$ cat src/rtl/io_map_pkg.sv
// Shared IO map definitions: UART register offsets, STATUS bit positions
// and the transmitter FSM state encoding.
package io_map_pkg;

   // Word offsets from the UART base address
   localparam logic [13:0] UART_TXDATA = 14'd0;
   localparam logic [13:0] UART_STATUS = 14'd1;
   localparam logic [13:0] UART_DIV    = 14'd2;
   localparam logic [13:0] UART_CTRL   = 14'd3;

   // STATUS bit positions; [7:0] carries the FIFO level
   localparam int unsigned ST_EMPTY = 8;
   localparam int unsigned ST_FULL  = 9;
   localparam int unsigned ST_BUSY  = 10;
   localparam int unsigned ST_OVF   = 11;

   // Smallest divisor the bit timer supports
   localparam logic [15:0] DIV_MIN = 16'd2;

   typedef enum logic [1:0] {
      IDLE  = 2'd0,
      START = 2'd1,
      DATA  = 2'd2,
      STOP  = 2'd3
   } uart_state_e;

endpackage

$ cat src/rtl/io_uart_tx_fifo.sv
// Transmit byte FIFO: 2^FIFO_LOG2 entries, pointers one bit wider than the
// address so full and empty are distinguishable. A push while full is
// accepted only when a pop happens in the same cycle.
module io_uart_tx_fifo
   import io_map_pkg::*;
#(
   parameter int unsigned FIFO_LOG2 = 4
) (
   input  logic       clk,
   input  logic       rst_n,
   input  logic       push,
   input  logic [7:0] wdata,
   input  logic       pop,
   output logic [7:0] rdata,
   output logic [7:0] level,
   output logic       full,
   output logic       empty
);

   localparam int unsigned DEPTH = 1 << FIFO_LOG2;

   logic [7:0]         mem_q [DEPTH];
   logic [FIFO_LOG2:0] wptr_q, wptr_d;
   logic [FIFO_LOG2:0] rptr_q, rptr_d;
   logic [FIFO_LOG2:0] count;
   logic               do_push, do_pop;

   // Flag decode and pointer advance; full is judged after a same-cycle pop
   always_comb begin
      count   = wptr_q - rptr_q;
      empty   = (wptr_q == rptr_q);
      full    = (wptr_q[FIFO_LOG2] != rptr_q[FIFO_LOG2]) &&
                (wptr_q[FIFO_LOG2-1:0] == rptr_q[FIFO_LOG2-1:0]);
      do_pop  = pop & ~empty;
      do_push = push & (~full | do_pop);
      wptr_d  = wptr_q + {{FIFO_LOG2{1'b0}}, do_push};
      rptr_d  = rptr_q + {{FIFO_LOG2{1'b0}}, do_pop};
      level   = '0;
      level[FIFO_LOG2:0] = count;
      rdata   = mem_q[rptr_q[FIFO_LOG2-1:0]];
   end

   // Pointer registers
   always_ff @(posedge clk or negedge rst_n) begin
      if (!rst_n) begin
         wptr_q <= '0;
         rptr_q <= '0;
      end else begin
         wptr_q <= wptr_d;
         rptr_q <= rptr_d;
      end
   end

   // Storage array, written on accepted pushes only
   always_ff @(posedge clk) begin
      if (do_push) mem_q[wptr_q[FIFO_LOG2-1:0]] <= wdata;
   end

endmodule

$ cat src/rtl/io_uart_tx.sv
// Memory-mapped 8N1 UART transmitter on the dma_io register bus.
// Optional feature macro: UART_TX_IRQ_EN enables CTRL.ien and uart_irq;
// without it CTRL reads 0, ignores writes and uart_irq is tied low.
module io_uart_tx
   import io_map_pkg::*;
#(
   parameter logic [13:0] BASE_ADR  = 14'h3C00,
   parameter int unsigned FIFO_LOG2 = 4,
   parameter logic [15:0] DIV_RST   = 16'd434
) (
   input  logic        clk,
   input  logic        rst_n,
   input  logic        dma_io_we,
   input  logic [15:2] dma_io_wadr,
   input  logic [31:0] dma_io_wdata,
   input  logic [15:2] dma_io_radr,
   input  logic        dma_io_radr_en,
   output logic [31:0] io_rdata,
   output logic        uart_tx,
   output logic        uart_irq
);

   uart_state_e state_q, state_d;
   logic [15:0] div_q, div_d;
   logic [15:0] bit_div_q, bit_div_d;
   logic [15:0] cnt_q, cnt_d;
   logic [2:0]  idx_q, idx_d;
   logic [7:0]  shreg_q, shreg_d;
   logic        tx_q, tx_d;
   logic        ovf_q, ovf_d;
   logic [31:0] rdata_q, rdata_d;
   logic        bit_end;

   logic        wr_tx, wr_status, wr_div;
   logic        fifo_pop, fifo_full, fifo_empty;
   logic [7:0]  fifo_rdata, fifo_level;
   logic        ien_rd;
   logic [31:0] status;
   logic        unused_wdata;

   assign wr_tx        = dma_io_we && (dma_io_wadr == BASE_ADR + UART_TXDATA);
   assign wr_status    = dma_io_we && (dma_io_wadr == BASE_ADR + UART_STATUS);
   assign wr_div       = dma_io_we && (dma_io_wadr == BASE_ADR + UART_DIV);
   assign unused_wdata = ^dma_io_wdata[31:16];

   io_uart_tx_fifo #(.FIFO_LOG2(FIFO_LOG2)) u_fifo (
      .clk   (clk),
      .rst_n (rst_n),
      .push  (wr_tx),
      .wdata (dma_io_wdata[7:0]),
      .pop   (fifo_pop),
      .rdata (fifo_rdata),
      .level (fifo_level),
      .full  (fifo_full),
      .empty (fifo_empty)
   );

`ifdef UART_TX_IRQ_EN
   logic wr_ctrl;
   logic ien_q, ien_d;
   logic irq_q, irq_d;

   assign wr_ctrl = dma_io_we && (dma_io_wadr == BASE_ADR + UART_CTRL);

   // Interrupt enable register and level interrupt (idle with nothing queued)
   always_comb begin
      ien_d = ien_q;
      if (wr_ctrl) ien_d = dma_io_wdata[0];
      irq_d = ien_q & fifo_empty & (state_q == IDLE);
   end

   // Interrupt state registers
   always_ff @(posedge clk or negedge rst_n) begin
      if (!rst_n) begin
         ien_q <= 1'b0;
         irq_q <= 1'b0;
      end else begin
         ien_q <= ien_d;
         irq_q <= irq_d;
      end
   end

   assign ien_rd   = ien_q;
   assign uart_irq = irq_q;
`else
   assign ien_rd   = 1'b0;
   assign uart_irq = 1'b0;
`endif

   // Divisor and sticky overflow register updates
   always_comb begin
      div_d = div_q;
      if (wr_div) div_d = (dma_io_wdata[15:0] < DIV_MIN) ? DIV_MIN : dma_io_wdata[15:0];
      ovf_d = ovf_q;
      if (wr_status) ovf_d = 1'b0;
      if (wr_tx && fifo_full && !fifo_pop) ovf_d = 1'b1;
   end

   // Frame sequencer: next state, bit timer, shift register and line level
   always_comb begin
      state_d   = state_q;
      cnt_d     = cnt_q;
      idx_d     = idx_q;
      shreg_d   = shreg_q;
      bit_div_d = bit_div_q;
      fifo_pop  = 1'b0;
      bit_end   = (cnt_q == '0);
      case (state_q)
         IDLE: begin
            if (!fifo_empty) begin
               fifo_pop  = 1'b1;
               shreg_d   = fifo_rdata;
               bit_div_d = div_q;
               cnt_d     = div_q - 16'd1;
               state_d   = START;
            end
         end
         START: begin
            if (bit_end) begin
               state_d = DATA;
               idx_d   = '0;
               cnt_d   = bit_div_q - 16'd1;
            end else begin
               cnt_d = cnt_q - 16'd1;
            end
         end
         DATA: begin
            if (bit_end) begin
               cnt_d   = bit_div_q - 16'd1;
               shreg_d = {1'b0, shreg_q[7:1]};
               if (idx_q == 3'd7) state_d = STOP;
               else idx_d = idx_q + 3'd1;
            end else begin
               cnt_d = cnt_q - 16'd1;
            end
         end
         STOP: begin
            if (bit_end) state_d = IDLE;
            else cnt_d = cnt_q - 16'd1;
         end
         default: state_d = IDLE;
      endcase
      // Line level is registered from the next state so it lines up with it
      case (state_d)
         START:   tx_d = 1'b0;
         DATA:    tx_d = shreg_d[0];
         default: tx_d = 1'b1;
      endcase
   end

   // Registered read mux; unselected or undecoded addresses return 0
   always_comb begin
      status                 = '0;
      status[7:0]            = fifo_level;
      status[ST_EMPTY]       = fifo_empty;
      status[ST_FULL]        = fifo_full;
      status[ST_BUSY]        = (state_q != IDLE);
      status[ST_OVF]         = ovf_q;
      rdata_d                = '0;
      if (dma_io_radr_en) begin
         if (dma_io_radr == BASE_ADR + UART_STATUS)    rdata_d = status;
         else if (dma_io_radr == BASE_ADR + UART_DIV)  rdata_d = {16'd0, div_q};
         else if (dma_io_radr == BASE_ADR + UART_CTRL) rdata_d = {31'd0, ien_rd};
      end
   end

   // State registers; the line idles high out of reset
   always_ff @(posedge clk or negedge rst_n) begin
      if (!rst_n) begin
         state_q   <= IDLE;
         div_q     <= DIV_RST;
         bit_div_q <= DIV_MIN;
         cnt_q     <= '0;
         idx_q     <= '0;
         shreg_q   <= '0;
         tx_q      <= 1'b1;
         ovf_q     <= 1'b0;
         rdata_q   <= '0;
      end else begin
         state_q   <= state_d;
         div_q     <= div_d;
         bit_div_q <= bit_div_d;
         cnt_q     <= cnt_d;
         idx_q     <= idx_d;
         shreg_q   <= shreg_d;
         tx_q      <= tx_d;
         ovf_q     <= ovf_d;
         rdata_q   <= rdata_d;
      end
   end

   assign io_rdata = rdata_q;
   assign uart_tx  = tx_q;

endmodule

$ cat config.mk
export PLATFORM = sky130hd
export DESIGN_NAME = io_uart_tx
export DESIGN_NICKNAME = d
export VERILOG_FILES = /design/src/rtl/io_map_pkg.sv /design/src/rtl/io_uart_tx_fifo.sv /design/src/rtl/io_uart_tx.sv
export SDC_FILE = /design/constraint.sdc
export NUM_CORES = 1
export LEC_CHECK = 0
export CAP_MARGIN = 20
export CORE_UTILIZATION = 35
export DETAILED_ROUTE_END_ITERATION = 10
export GPL_TIMING_DRIVEN = 1
export PLACE_DENSITY = 0.6
export SLEW_MARGIN = 20
export SYNTH_ARGS = -nofsm -noshare
export SYNTH_HDL_FRONTEND = slang
export SYNTH_HIERARCHICAL = 1
export SYNTH_SLANG_ARGS = --single-unit
$ cat constraint.sdc
create_clock -name clk -period 3.27 [get_ports clk]
set_clock_uncertainty 0.15 [all_clocks]
set_input_delay 0.327 -clock clk [delete_from_list [all_inputs] [get_ports clk]]
set_output_delay 0.327 -clock clk [all_outputs]
set_load 0.02 [all_outputs]
==> flow_metrics.py <==
metrics = {
    "run_status": {
        "status": "completed",
    },
    "clock_network": {
        "cts_buffers": 23,
        "cts_tree": "done",
        "path_clk_slew_ps": 60,
        "htree_num_levels": 1,
        "cts_resized": 0,
        "cts_buffer_depth": 3,
        "clock-root-buffer": "clkbuf_16",
        "clock_sink_count": 217,
        "insertion_delay_ps": 520,
    },
    "power": {
        "power_frac_seq_pct": 40.8,
        "p_switching_w": 0.00244,
        "clock_power_share_pct": 32.4,
        "switching_share_pct": 31.3,
        "peakVddDrop_uv": 469,
        "p_per_area_nw_per_um2": 636,
        "internal_power_w": 0.00537,
        "power_frac_comb_pct": 26.7,
        "leakage_nw": 4.76,
    },
    "global_route": {
        "grt_pass1_wl_um": 38200,
        "track_usage_pct": 16.4,
        "first_global_vias": 6591,
        "grt_overflow": 0,
        "antenna_found_initial": 0,
        "grt_max_degree": 56,
    },
    "detailed_routing": {
        "first_pass_iters": 5,
        "drt-total-wl_um": 24300,
        "ant_nets": 0,
        "drtIter0Drc": 511,
        "vias_per_cell": 5.12,
        "avgRoutedWirePerCell_um": 18.7,
        "drc": 0,
        "num_vias": 6653,
    },
    "synth": {
        "synth_edf_count": 128,
        "synth_seq_area_share_pct": 59.0,
        "synthesis.area_um2": 10300,
        "syn_avg_cell_area_um2": 12.9,
        "synth_area_leaders": "edfxtp_1 37%, dfrtp_1 20%, mux4_2 3.9%, mux2i_1 2.7%, nand2_1 2.6%",
        "synth-async-reset-ratio_pct": 41.0,
        "netlist_top_cells_count": "128 x edfxtp_1, 82 x dfrtp_1, 72 x nand2_1, 54 x nor2_1",
        "ys_ff_latch": 217,
        "yosysTopAreaCellShare_pct": 37.3,
        "synth.most_common_cell": "edfxtp_1",
        "synth_top_area_cell": "edfxtp_1",
        "synthFlopType": "edfxtp_1",
        "synth_cell_type_count": 74,
        "yosys_warnings": 6,
        "syn_inst": 798,
    },
    "setup_path": {
        "crit_required_ps": 3520,
        "critPathMaxFanout": 24,
        "worst_setup_path_end_kind": "register",
        "arrival_ps": 3140,
        "crit_type": "register to register",
        "startpoint_type": "register",
    },
    "timing": {
        "clock.fmax_mhz": 346,
        "rsz0062_at_grt": "no",
        "hold_viol_final": 0,
        "min_period_ps": 2890,
        "slew_violations": 0,
        "setup_slack_ps": 380,
        "fin_crit_sh_pct": 88.4,
        "worst_slew_pin_slew_ps": 774,
        "relSlewSlack_pct": 48.2,
        "setup_violations": 0,
        "holdWs_ps": 281,
    },
    "job": {
        "maxCapViolCount": 0,
    },
    "final_layout": {
        "drive_gt1_share_pct": 15.7,
        "nets": 982,
        "n_antenna_cell": 0,
        "syn_to_final_growth_pct": 19.2,
        "final_core_util_pct": 42.6,
    },
    "place": {
        "place_ws_ps": 300,
        "dp_hpwl_um": 17000,
        "routabilityCongestion": 0.824,
        "portBuffers": 64,
    },
    "floorplanning": {
        "die_h_um": 174,
        "core_area_um2": 28900,
        "die_w_um": 174,
        "ios": 98,
        "dieArea_um2": 30100,
        "rows": 62,
        "start_util_pct": 35.7,
    },
    "min_path": {
        "hp-class": "primary input to asynchronous set/reset pin",
    },
}
## path summary, 6_finish.rpt
path	startpoint	end	slack [ps]	cells after the start
max	u_fifo/rptr_q[1]$_DFF_PN0_	u_fifo/rptr_q[4]$_DFF_PN0_	380	12
min	rst_n	state_q[0]$_DFF_PN0_	280	2
max reg2reg	u_fifo/rptr_q[1]$_DFF_PN0_	u_fifo/rptr_q[4]$_DFF_PN0_	380	12
min reg2reg	ovf_q$_DFFE_PN0P_	io_rdata[11]$_DFF_PN0_	340	1
max in group asynchronous	rst_n	io_rdata[12]$_DFF_PN0_	2030	3
min in group clk	dma_io_wadr[2]	ovf_q$_DFFE_PN0P_	300	2
## cells in the final DEF, fill, tap and decap left out, types with 4 or more instances in the layout
master,netlist,layout
a21o_1,4,4
a21oi_1,28,28
a22o_1,19,19
a22oi_1,14,14
a31oi_1,4,4
a32oi_1,8,8
and2_1,5,5
buf_4,21,50
clkbuf_1,15,5
clkbuf_16,0,23
clkdlybuf4s50_1,0,63
clkinv_1,0,4
clkinv_2,0,5
conb_1,2,20
dfrtp_1,82,81
dfstp_2,7,7
edfxtp_1,128,128
ha_1,18,18
inv_1,23,23
mux2_2,15,15
mux2i_1,28,28
mux4_1,6,6
mux4_2,18,18
nand2_1,72,72
nand2b_1,4,4
nand3_1,23,23
nand4_1,7,7
nor2_1,54,54
nor2b_1,7,7
nor3_1,22,18
nor3_2,2,6
nor4_1,13,13
o211ai_1,5,5
o21ai_0,13,13
o21ai_1,10,10
o22ai_1,5,5
xnor2_1,27,27
xor2_1,18,18
## registers in the layout (all words and copies together), names as in the netlist
| name | count |
|---|---|
| idx_q | 3 |
| u_fifo/rptr_q | 5 |
| state_q | 2 |
| bit_div_q | 16 |
| shreg_q | 8 |
| io_rdata | 16 |
| cnt_q | 16 |
| uart_tx | 1 |
| div_q | 16 |
| u_fifo/mem_q | 128 |
| u_fifo/wptr_q | 5 |
| ovf_q | 1 |
## critical path, cell delays in order, from the launching register on
cell and delay, ps:
dfrtp_1 460, inv_1 270, ha_1 310, nand4_1 150, nor2_1 70, nand2b_1 150
inv_1 80, buf_4 280, nor2b_1 190, ha_1 180, ha_1 190, nand3_1 120
xnor2_1 160
## metal layers
| metal | GRT usage (%) | wire, µm |
|---|---|---|
| met2 | 25.6 | 11300 |
| met3 | 2.21 | 1180 |
| met5 | 0 | 0 |
| met4 | 5.72 | 701 |
| met1 | 23.3 | 11100 |
## logic make-up after synthesis
group	after synthesis	synth area share, %
and+or+nand+nor	232	11.3
DFF	217	59.0
AOI/OAI and AO/OA	134	9.05
buffers and inverters	82	4.55
muxes	67	9.83
xor gates and xnor gates	45	3.83
adders and majority gates	19	2.38
other	2	0.0729
## final cells by class
class	count	area, µm²
clock buffer	28	594
tap	384	480
fill	2664	16600
clock inverter	14	136
timing repair buffer	116	1060
multi-input combinational	517	3850
sequential	217	6080
inverter	24	90.1
## power groups by stage
stage	Combinational (W)	Sequential, W	Clock, W
detailed placement	0.00206	0.00324	0
global route	0.00234	0.00321	0.00269
finish	0.00209	0.00319	0.00253
CTS	0.00208	0.00319	0.00259
floorplan	0.00150	0.00321	0
global placement	0.00205	0.00324	0
## what timing repair did
item / CTS / global route
endpoints found under the hold margin: 47 / 0
setup buffers: 0 / 0
hold buffers: 1 / 0
## stage by stage
step / power, W / cells / setup TNS, ps / cell area (µm²)
after floorplan: 0.00471 / 816 / -11000 / 10400
after global placement: 0.00528 / 1257 / 0 / 11500
after detailed placement: 0.00530 / 1257 / 0 / 11500
after CTS: 0.00786 / 1300 / 0 / 12300
after global routing: 0.00824 / 1300 / 0 / 12300
final: 0.00781 / 1300 / 0 / 12300
Note: power is estimated with default switching activity, not from simulation.
